## src/rtl/vita49_pack.sv

```systemverilog
// vita49_pack: wraps a raw 32-bit AXI-Stream sample stream into VITA-49
// IF Data packets (header, stream ID, integer and fractional timestamps,
// then a fixed-length payload). The header words come from registers and
// the payload is passed straight through, so no packet buffer is needed.
module vita49_pack #(
  parameter logic [3:0] PKT_TYPE = 4'h1,
  parameter logic [1:0] TSI_TYPE = 2'b01,
  parameter logic [1:0] TSF_TYPE = 2'b01
) (
  input  logic        AXIS_ACLK,
  input  logic        AXIS_ARESETN,
  input  logic [31:0] S_AXIS_TDATA,
  input  logic        S_AXIS_TVALID,
  output logic        S_AXIS_TREADY,
  input  logic        S_AXIS_TLAST,
  output logic [31:0] M_AXIS_TDATA,
  output logic        M_AXIS_TVALID,
  input  logic        M_AXIS_TREADY,
  output logic        M_AXIS_TLAST,
  input  logic [31:0] ctrl,
  output logic [31:0] status,
  input  logic [31:0] streamID,
  input  logic [15:0] pkt_size,
  input  logic        trig,
  input  logic [31:0] timestamp_sec,
  input  logic [63:0] timestamp_fsec
);

  typedef enum logic [2:0] {
    S_IDLE    = 3'd0,
    S_ARMED   = 3'd1,
    S_HDR     = 3'd2,
    S_SID     = 3'd3,
    S_TSI     = 3'd4,
    S_TSFH    = 3'd5,
    S_TSFL    = 3'd6,
    S_PAYLOAD = 3'd7
  } state_t;

  state_t      state_q;
  logic [3:0]  pkt_cnt_q;
  logic [15:0] sent_q;
  logic [15:0] beat_q;
  logic [15:0] size_q;
  logic [31:0] sid_q;
  logic [31:0] sec_q;
  logic [63:0] fsec_q;
  logic        trig_q;
  logic [31:0] tdata_q;
  logic        tvalid_q;

  logic        rst;
  logic        passthru;
  logic        in_payload;
  logic        last_beat;
  logic        beat_xfer;
  logic        start_d;
  logic        trig_d;
  logic [15:0] size_eff_d;
  logic [31:0] hdr_word_d;
  logic        unused_ctrl;

  // Hard reset and the soft-reset control bit act identically.
  assign rst = ~AXIS_ARESETN | ctrl[1];

  // Upper control bits carry no function.
  assign unused_ctrl = ^ctrl[31:4];

  // Packet-start decision, header word assembly and payload beat tracking.
  always_comb begin
    size_eff_d = (pkt_size == 16'd0) ? 16'd1 : pkt_size;
    // Size field counts the five header words; it wraps for huge payloads.
    hdr_word_d = {PKT_TYPE, 2'b00, 2'b00, TSI_TYPE, TSF_TYPE, pkt_cnt_q,
                  size_eff_d + 16'd5};
    passthru   = (state_q == S_IDLE) && ctrl[2];
    in_payload = (state_q == S_PAYLOAD);
    last_beat  = in_payload && (beat_q == size_q - 16'd1);
    beat_xfer  = in_payload && S_AXIS_TVALID && M_AXIS_TREADY;
    // Once a trigger is seen it stays armed until enable drops, so later
    // packets start straight from IDLE without waiting in ARMED again.
    trig_d     = ctrl[0] && (trig_q || ((state_q == S_ARMED) && trig));
    start_d    = 1'b0;
    if (state_q == S_IDLE) begin
      start_d = ctrl[0] && !ctrl[2] && !(ctrl[3] && !trig_q) && S_AXIS_TVALID;
    end else if (state_q == S_ARMED) begin
      start_d = ctrl[0] && (trig || trig_q) && S_AXIS_TVALID;
    end
  end

  // Packet FSM: latches per-packet fields at start and steps header words.
  always_ff @(posedge AXIS_ACLK) begin
    if (rst) begin
      state_q   <= S_IDLE;
      pkt_cnt_q <= 4'd0;
      sent_q    <= 16'd0;
      beat_q    <= 16'd0;
      size_q    <= 16'd0;
      sid_q     <= 32'd0;
      sec_q     <= 32'd0;
      fsec_q    <= 64'd0;
      trig_q    <= 1'b0;
      tdata_q   <= 32'd0;
      tvalid_q  <= 1'b0;
    end else begin
      trig_q <= trig_d;
      if (start_d) begin
        state_q  <= S_HDR;
        size_q   <= size_eff_d;
        sid_q    <= streamID;
        sec_q    <= timestamp_sec;
        fsec_q   <= timestamp_fsec;
        tdata_q  <= hdr_word_d;
        tvalid_q <= 1'b1;
        beat_q   <= 16'd0;
      end else begin
        case (state_q)
          S_IDLE: begin
            if (ctrl[0] && !ctrl[2] && ctrl[3] && !trig_q) begin
              state_q <= S_ARMED;
            end
          end
          S_ARMED: begin
            if (!ctrl[0]) begin
              state_q <= S_IDLE;
            end
          end
          S_HDR: begin
            if (M_AXIS_TREADY) begin
              state_q <= S_SID;
              tdata_q <= sid_q;
            end
          end
          S_SID: begin
            if (M_AXIS_TREADY) begin
              state_q <= S_TSI;
              tdata_q <= sec_q;
            end
          end
          S_TSI: begin
            if (M_AXIS_TREADY) begin
              state_q <= S_TSFH;
              tdata_q <= fsec_q[63:32];
            end
          end
          S_TSFH: begin
            if (M_AXIS_TREADY) begin
              state_q <= S_TSFL;
              tdata_q <= fsec_q[31:0];
            end
          end
          S_TSFL: begin
            if (M_AXIS_TREADY) begin
              state_q  <= S_PAYLOAD;
              tdata_q  <= 32'd0;
              tvalid_q <= 1'b0;
              beat_q   <= 16'd0;
            end
          end
          S_PAYLOAD: begin
            if (beat_xfer) begin
              if (last_beat) begin
                state_q   <= S_IDLE;
                pkt_cnt_q <= pkt_cnt_q + 4'd1;
                sent_q    <= sent_q + 16'd1;
                beat_q    <= 16'd0;
              end else begin
                beat_q <= beat_q + 16'd1;
              end
            end
          end
          default: state_q <= S_IDLE;
        endcase
      end
    end
  end

  // Output mux: registered header words, or a direct wire to the source
  // during payload and passthrough.
  always_comb begin
    M_AXIS_TDATA  = tdata_q;
    M_AXIS_TVALID = tvalid_q;
    M_AXIS_TLAST  = last_beat;
    S_AXIS_TREADY = 1'b0;
    if (passthru) begin
      M_AXIS_TDATA  = S_AXIS_TDATA;
      M_AXIS_TVALID = S_AXIS_TVALID;
      M_AXIS_TLAST  = S_AXIS_TLAST;
      S_AXIS_TREADY = M_AXIS_TREADY;
    end else if (in_payload) begin
      M_AXIS_TDATA  = S_AXIS_TDATA;
      M_AXIS_TVALID = S_AXIS_TVALID;
      S_AXIS_TREADY = M_AXIS_TREADY;
    end
  end

  // Status word: packets sent, packet count nibble, state code.
  assign status = {sent_q, 8'h00, pkt_cnt_q, 1'b0, state_q};

endmodule

```

## config.mk

```make
export PLATFORM = sky130hd
export DESIGN_NAME = vita49_pack
export DESIGN_NICKNAME = d
export VERILOG_FILES = /design/src/rtl/vita49_pack.sv
export SDC_FILE = /design/constraint.sdc
export NUM_CORES = 1
export LEC_CHECK = 0
export CORE_MARGIN = 4
export CORE_UTILIZATION = 45
export CTS_CLUSTER_SIZE = 16
export DETAILED_ROUTE_END_ITERATION = 10
export GPL_ROUTABILITY_DRIVEN = 0
export PLACE_DENSITY = 0.75
export SLEW_MARGIN = 40
export SYNTH_ARGS = -nofsm -noshare
export SYNTH_HDL_FRONTEND = slang
export SYNTH_SLANG_ARGS = --single-unit
```

## constraint.sdc

```tcl
create_clock -name AXIS_ACLK -period 3.3 [get_ports AXIS_ACLK]
set_clock_uncertainty 0.1 [all_clocks]
set_input_delay 0.66 -clock AXIS_ACLK [delete_from_list [all_inputs] [get_ports AXIS_ACLK]]
set_output_delay 0.66 -clock AXIS_ACLK [all_outputs]
set_load 0.01 [all_outputs]
```

==> flow_results.org, run 1 <==
** Status
- Run status :: finished, violations left
- Violated checks :: negative setup slack

** Timing
- Final count of pins violating max slew :: 0
- Final Hold Fails :: 0
- Subtracting the final worst setup slack from the clock period gives approximately 3.4 ns.
- Max Freq :: 292 MHz
- Measured slew at the worst slew-check pin :: between 0.6 and 0.7 ns
- In this run the tightest slew margin relative to its limit is 59.9%.
- For the final routed database, the setup TNS stands at -0.123 ns.
- Setup violations remaining at the end of the flow were counted as 1.
- The tightest hold path in the finished design has a slack of 0.351 ns.
- Period utilisation layout :: 104%
- Unrepaired setup endpoints after global routing :: yes
- Setup slack of the critical path after layout :: -0.123 ns

** Floorplanning
- Starting density of the core :: a little under half
- The core region is ~23000 um2.
- After floorplanning, the core was divided into 56 placement rows.
- IO Count :: ~280
- The die covers 26500 um2.
- In this run the vertical extent of the chip is 163 um.
- In this run the horizontal extent of the chip is 163 um.

** Yosys
- In this run the cell area of the synthesized design comes to between 10000 and 15000 um2.
- Area fraction in compound gates after synthesis :: between 15 and 20%
- Summing the areas of all fa, ha and maj instances in the mapped netlist gives less than 1% of the synthesized area.
- Proportion of synthesized flip-flops having asynchronous set or reset :: 0%
- In this run, synthesis inferred 0 flip-flops with an integrated enable.
- Sequential-to-total area share from yosys stat :: between 40% and 50%
- Number of register bits inferred by synthesis :: roughly 220
- After synthesis, the mean cell area works out to between 7 and 8 um2.
- Summing the areas of all xor and xnor instances in the mapped netlist gives about 3.3% of the synthesized area.
- Share of the synthesized area in the top cell type :: slightly above 40%
- In the synthesized netlist, the number of instances is roughly 1400.
- Predominant post-synthesis flop cell :: sky130_fd_sc_hd__dfxtp_1
- Main combinational cell family by area after synthesis :: simple AND/OR/NAND/NOR gates
- The biggest area contributor in the post-synthesis netlist is sky130_fd_sc_hd__dfxtp_1.
- Of the total synthesized cell area, the portion taken by AND, OR, NAND and NOR gates is 24.1%.
- After synthesis, the cell types taking the most area are sky130_fd_sc_hd__dfxtp_1, sky130_fd_sc_hd__nand2_1, sky130_fd_sc_hd__a21oi_1, sky130_fd_sc_hd__mux2_2, sky130_fd_sc_hd__clkbuf_1.
- Total number of yosys warnings :: 0
- Number of unique standard cell types used by synthesis :: 65
- Multiplexer fraction of the synthesized cell area :: 6.69%

** Clock tree
- CTS built an H-tree with a depth of 1.
- TritonCTS clock tree :: yes
- Cts-stage hold buffer count :: 0
- The clock passes through at most 3 buffers.
- Clock latency of the later-clocked register in the worst-skew pair :: roughly 0.5 ns
- The cell sitting at the root of the clock tree is a sky130_fd_sc_hd__clkbuf_16.
- Number of buffers added by the clock tree synthesis step :: 23
- CTS clk-pin slew, worst paths :: approximately 0.07 ns
- The tree built by TritonCTS fans out to ~220 sinks.

** Routing
- In the routed design, unresolved DRC markers number 0.
- The detail route stage leaves a number of antenna-violating nets equal to 0.
- The detailed router finished its first iteration with 917 violations.
- The routed layout has approximately 11000 vias.
- Vias per cell :: 5.51
- Wire length per cell after detailed routing :: between 15 and 20 um
- Summed over all layers, the routed wires come to between 30 and 40 mm.
- The first detailed-routing pass took 6 iterations.

** GRT
- Entering global routing, the biggest net connects 84 pins.
- First-pass GRT wire length :: between 50 and 60 mm
- Summed over all layers, the global routing overflow is 0.
- Via count of the first global-routing pass :: between 10000 and 15000
- The initial antenna violation count came to 0.
- Global routing used 24.6% of the available tracks across all layers.

** Placement
- The number of placed instances, taps included, is 1919.
- Count of buffers inserted at the top-level ports :: around 240
- Post-detailed-placement half-perimeter wirelength :: roughly 25 mm

** Cells and area
- The layout has between 2000 and 2500 filler cells.
- The net count of the finished layout is between 1500 and 2000.
- Final cell utilization of the core :: roughly 63%
- Count of antenna diodes in the layout :: 0
- Leaving out filler cells and counting taps, the final layout contains roughly 2000.
- Area growth from synthesis to layout :: 36.6%
- Cells with a size suffix above 1 make up 11.9% of the layout.

** Pwr
- Summed over all cells, the static leakage comes to 0.00518 uW.
- VDD IR max :: about 0.00029 V
- PD cells :: ~400 nW/um2

** Flow run
- The tool flagged a number of max-cap violations equal to 0.

** Critical path
- Class of the most critical setup path :: flip-flop to output port
- The worst setup path is launched from a flip-flop.
- CP Max Fanout :: 4
- Cells along the critical path :: inv_2 > ha_4 > or4b_4 > nor3_4 > a211oi_2 > nor4_1 > nand4_1 > o21ai_1 > buf_6
- Critical path's slowest cell :: sky130_fd_sc_hd__or4b_4
- Biggest cell delay along the critical path :: roughly 0.50 ns
- Data arrival time at the worst-slack endpoint :: ~2.7 ns
- For the worst flop-to-flop path, the logic depth is 11.
- Critical Path RT :: 2.54 ns
- The worst setup path is captured at an output port.

** Min path
- The worst hold path belongs to the class flip-flop to flip-flop.
- Hold Path Cell Cnt :: 2
timing repair:
item                       CTS  global route
buffers inserted             5             0
resized for setup           53             6
pin swaps                    9             1
setup endpoints to repair   33             2
kinds of logic (layout without fill, tap and decap cells):
family / after synthesis / count (layout)
fa+ha+maj: 4 / 4
xor+xnor: 40 / 40
flops: 217 / 217
other cells: 1 / 9
simple gates: 585 / 585
mux: 66 / 66
compound gates: 340 / 340
buf+inv: 133 / 384
critical path: cells and delay by family, from the launching register on:
family / cells / cell delay [ns]
adder cells (fa/ha/maj): 1 / 0.13
flip-flops: 1 / 0.33
buffers and inverters: 2 / 0.21
AO/OA/AOI/OAI: 2 / 0.31
AND/OR/NAND/NOR: 4 / 1.18
cells in the mapped netlist (4+ instances only):
cell type	number
sky130_fd_sc_hd__a211oi_1	28
sky130_fd_sc_hd__a21oi_1	173
sky130_fd_sc_hd__a221oi_1	26
sky130_fd_sc_hd__a222oi_1	9
sky130_fd_sc_hd__a22oi_1	4
sky130_fd_sc_hd__a31oi_1	6
sky130_fd_sc_hd__and3_1	6
sky130_fd_sc_hd__and4_1	7
sky130_fd_sc_hd__buf_1	12
sky130_fd_sc_hd__buf_4	9
sky130_fd_sc_hd__clkbuf_1	87
sky130_fd_sc_hd__dfxtp_1	217
sky130_fd_sc_hd__ha_1	4
sky130_fd_sc_hd__inv_1	21
sky130_fd_sc_hd__mux2_2	47
sky130_fd_sc_hd__mux2i_1	19
sky130_fd_sc_hd__nand2_1	387
sky130_fd_sc_hd__nand2b_1	10
sky130_fd_sc_hd__nand3_1	29
sky130_fd_sc_hd__nand3b_1	4
sky130_fd_sc_hd__nand4_1	12
sky130_fd_sc_hd__nor2_1	62
sky130_fd_sc_hd__nor2b_1	9
sky130_fd_sc_hd__nor3_1	17
sky130_fd_sc_hd__nor3b_1	4
sky130_fd_sc_hd__nor4_1	9
sky130_fd_sc_hd__o211ai_1	34
sky130_fd_sc_hd__o21ai_0	25
sky130_fd_sc_hd__o311ai_0	6
sky130_fd_sc_hd__o31ai_1	4
sky130_fd_sc_hd__o41ai_1	4
sky130_fd_sc_hd__or4_1	11
sky130_fd_sc_hd__xnor2_1	25
sky130_fd_sc_hd__xor2_1	15
routing by layer:
| metal | routed length [um] | up-vias | global-route usage (%) |
|---|---|---|---|
| li1 | - | 5335 | - |
| met1 | 14800 | 5020 | 34.7 |
| met2 | 15400 | 411 | 39.0 |
| met3 | 2720 | 53 | 4.61 |
| met4 | 791 | 0 | 5.99 |
| met5 | 0 | - | 0 |
path summary, 6_finish.rpt:
path | from | to | slack [ns]
max | size_q[1]$_SDFFE_PP0P_ | M_AXIS_TLAST | -0.12
min | fsec_q[27]$_SDFFE_PP0P_ | fsec_q[27]$_SDFFE_PP0P_ | 0.35
max reg2reg | size_q[1]$_SDFFE_PP0P_ | sent_q[11]$_SDFFE_PP0P_ | 0.21
min reg2reg | fsec_q[27]$_SDFFE_PP0P_ | fsec_q[27]$_SDFFE_PP0P_ | 0.35
sequential cells by signal (all words and copies together), names as in the netlist:
name and flops:
state_q 3, beat_q 16, pkt_cnt_q 4, sec_q 32, trig_q 1, fsec_q 64
tvalid_q 1, sent_q 16, tdata_q 32, size_q 16, sid_q 32
power breakdown:
group          switching, uW  internal (uW)
logic                    271            342
clock network           1030           1650
registers               14.2           2640
cell usage in the layout (no fill, tap or decap), types with 19 or more instances in the layout:
cell type                         count
sky130_fd_sc_hd__nand2_1            387
sky130_fd_sc_hd__a211oi_1            26
sky130_fd_sc_hd__clkdlybuf4s50_1    208
sky130_fd_sc_hd__a21oi_1            173
sky130_fd_sc_hd__nor2_1              60
sky130_fd_sc_hd__nand3_1             29
sky130_fd_sc_hd__mux2_2              47
sky130_fd_sc_hd__xnor2_1             25
sky130_fd_sc_hd__o211ai_1            34
sky130_fd_sc_hd__mux2i_1             19
sky130_fd_sc_hd__dlygate4sd2_1       33
sky130_fd_sc_hd__a221oi_1            26
sky130_fd_sc_hd__inv_1               19
sky130_fd_sc_hd__buf_4               69
sky130_fd_sc_hd__o21ai_0             23
sky130_fd_sc_hd__clkbuf_16           23
sky130_fd_sc_hd__dfxtp_1            212
final cells by class:
cell class	instances	area (um2)	share of cell area, %
Clock buffer	33	673	4.58
Inverter	21	78.8	0.536
Tap cell	319	399	2.72
Clock inverter	8	115	0.783
Sequential cell	217	4350	29.6
Timing Repair Buffer	322	3100	21.1
Multi-Input combinational cell	1044	5980	40.7
metrics by stage:
step | cell area [um2] | power [uW] | setup WS (ns)
after floorplan | 10800 | 2940 | 0.227
after detailed placement | 13800 | 3330 | -0.212
final | 14700 | 5940 | -0.123
after global routing | 14700 | 6140 | -0.270
after global placement | 13800 | 3320 | -0.183
after CTS | 14700 | 5990 | -0.0992
No activity file was read; power rests on OpenSTA's default activity.
==> run 2, diff against run 1 <==
--- a/config.mk
+++ b/config.mk
@@ -5,6 +5,7 @@
 export SDC_FILE = /design/constraint.sdc
 export NUM_CORES = 1
 export LEC_CHECK = 0
+export CAP_MARGIN = 25
 export CORE_MARGIN = 4
 export CORE_UTILIZATION = 45
 export CTS_CLUSTER_SIZE = 16
==> results of run 2 <==
Same layout as run 1: the final DEF is identical, and so are final timing and power.
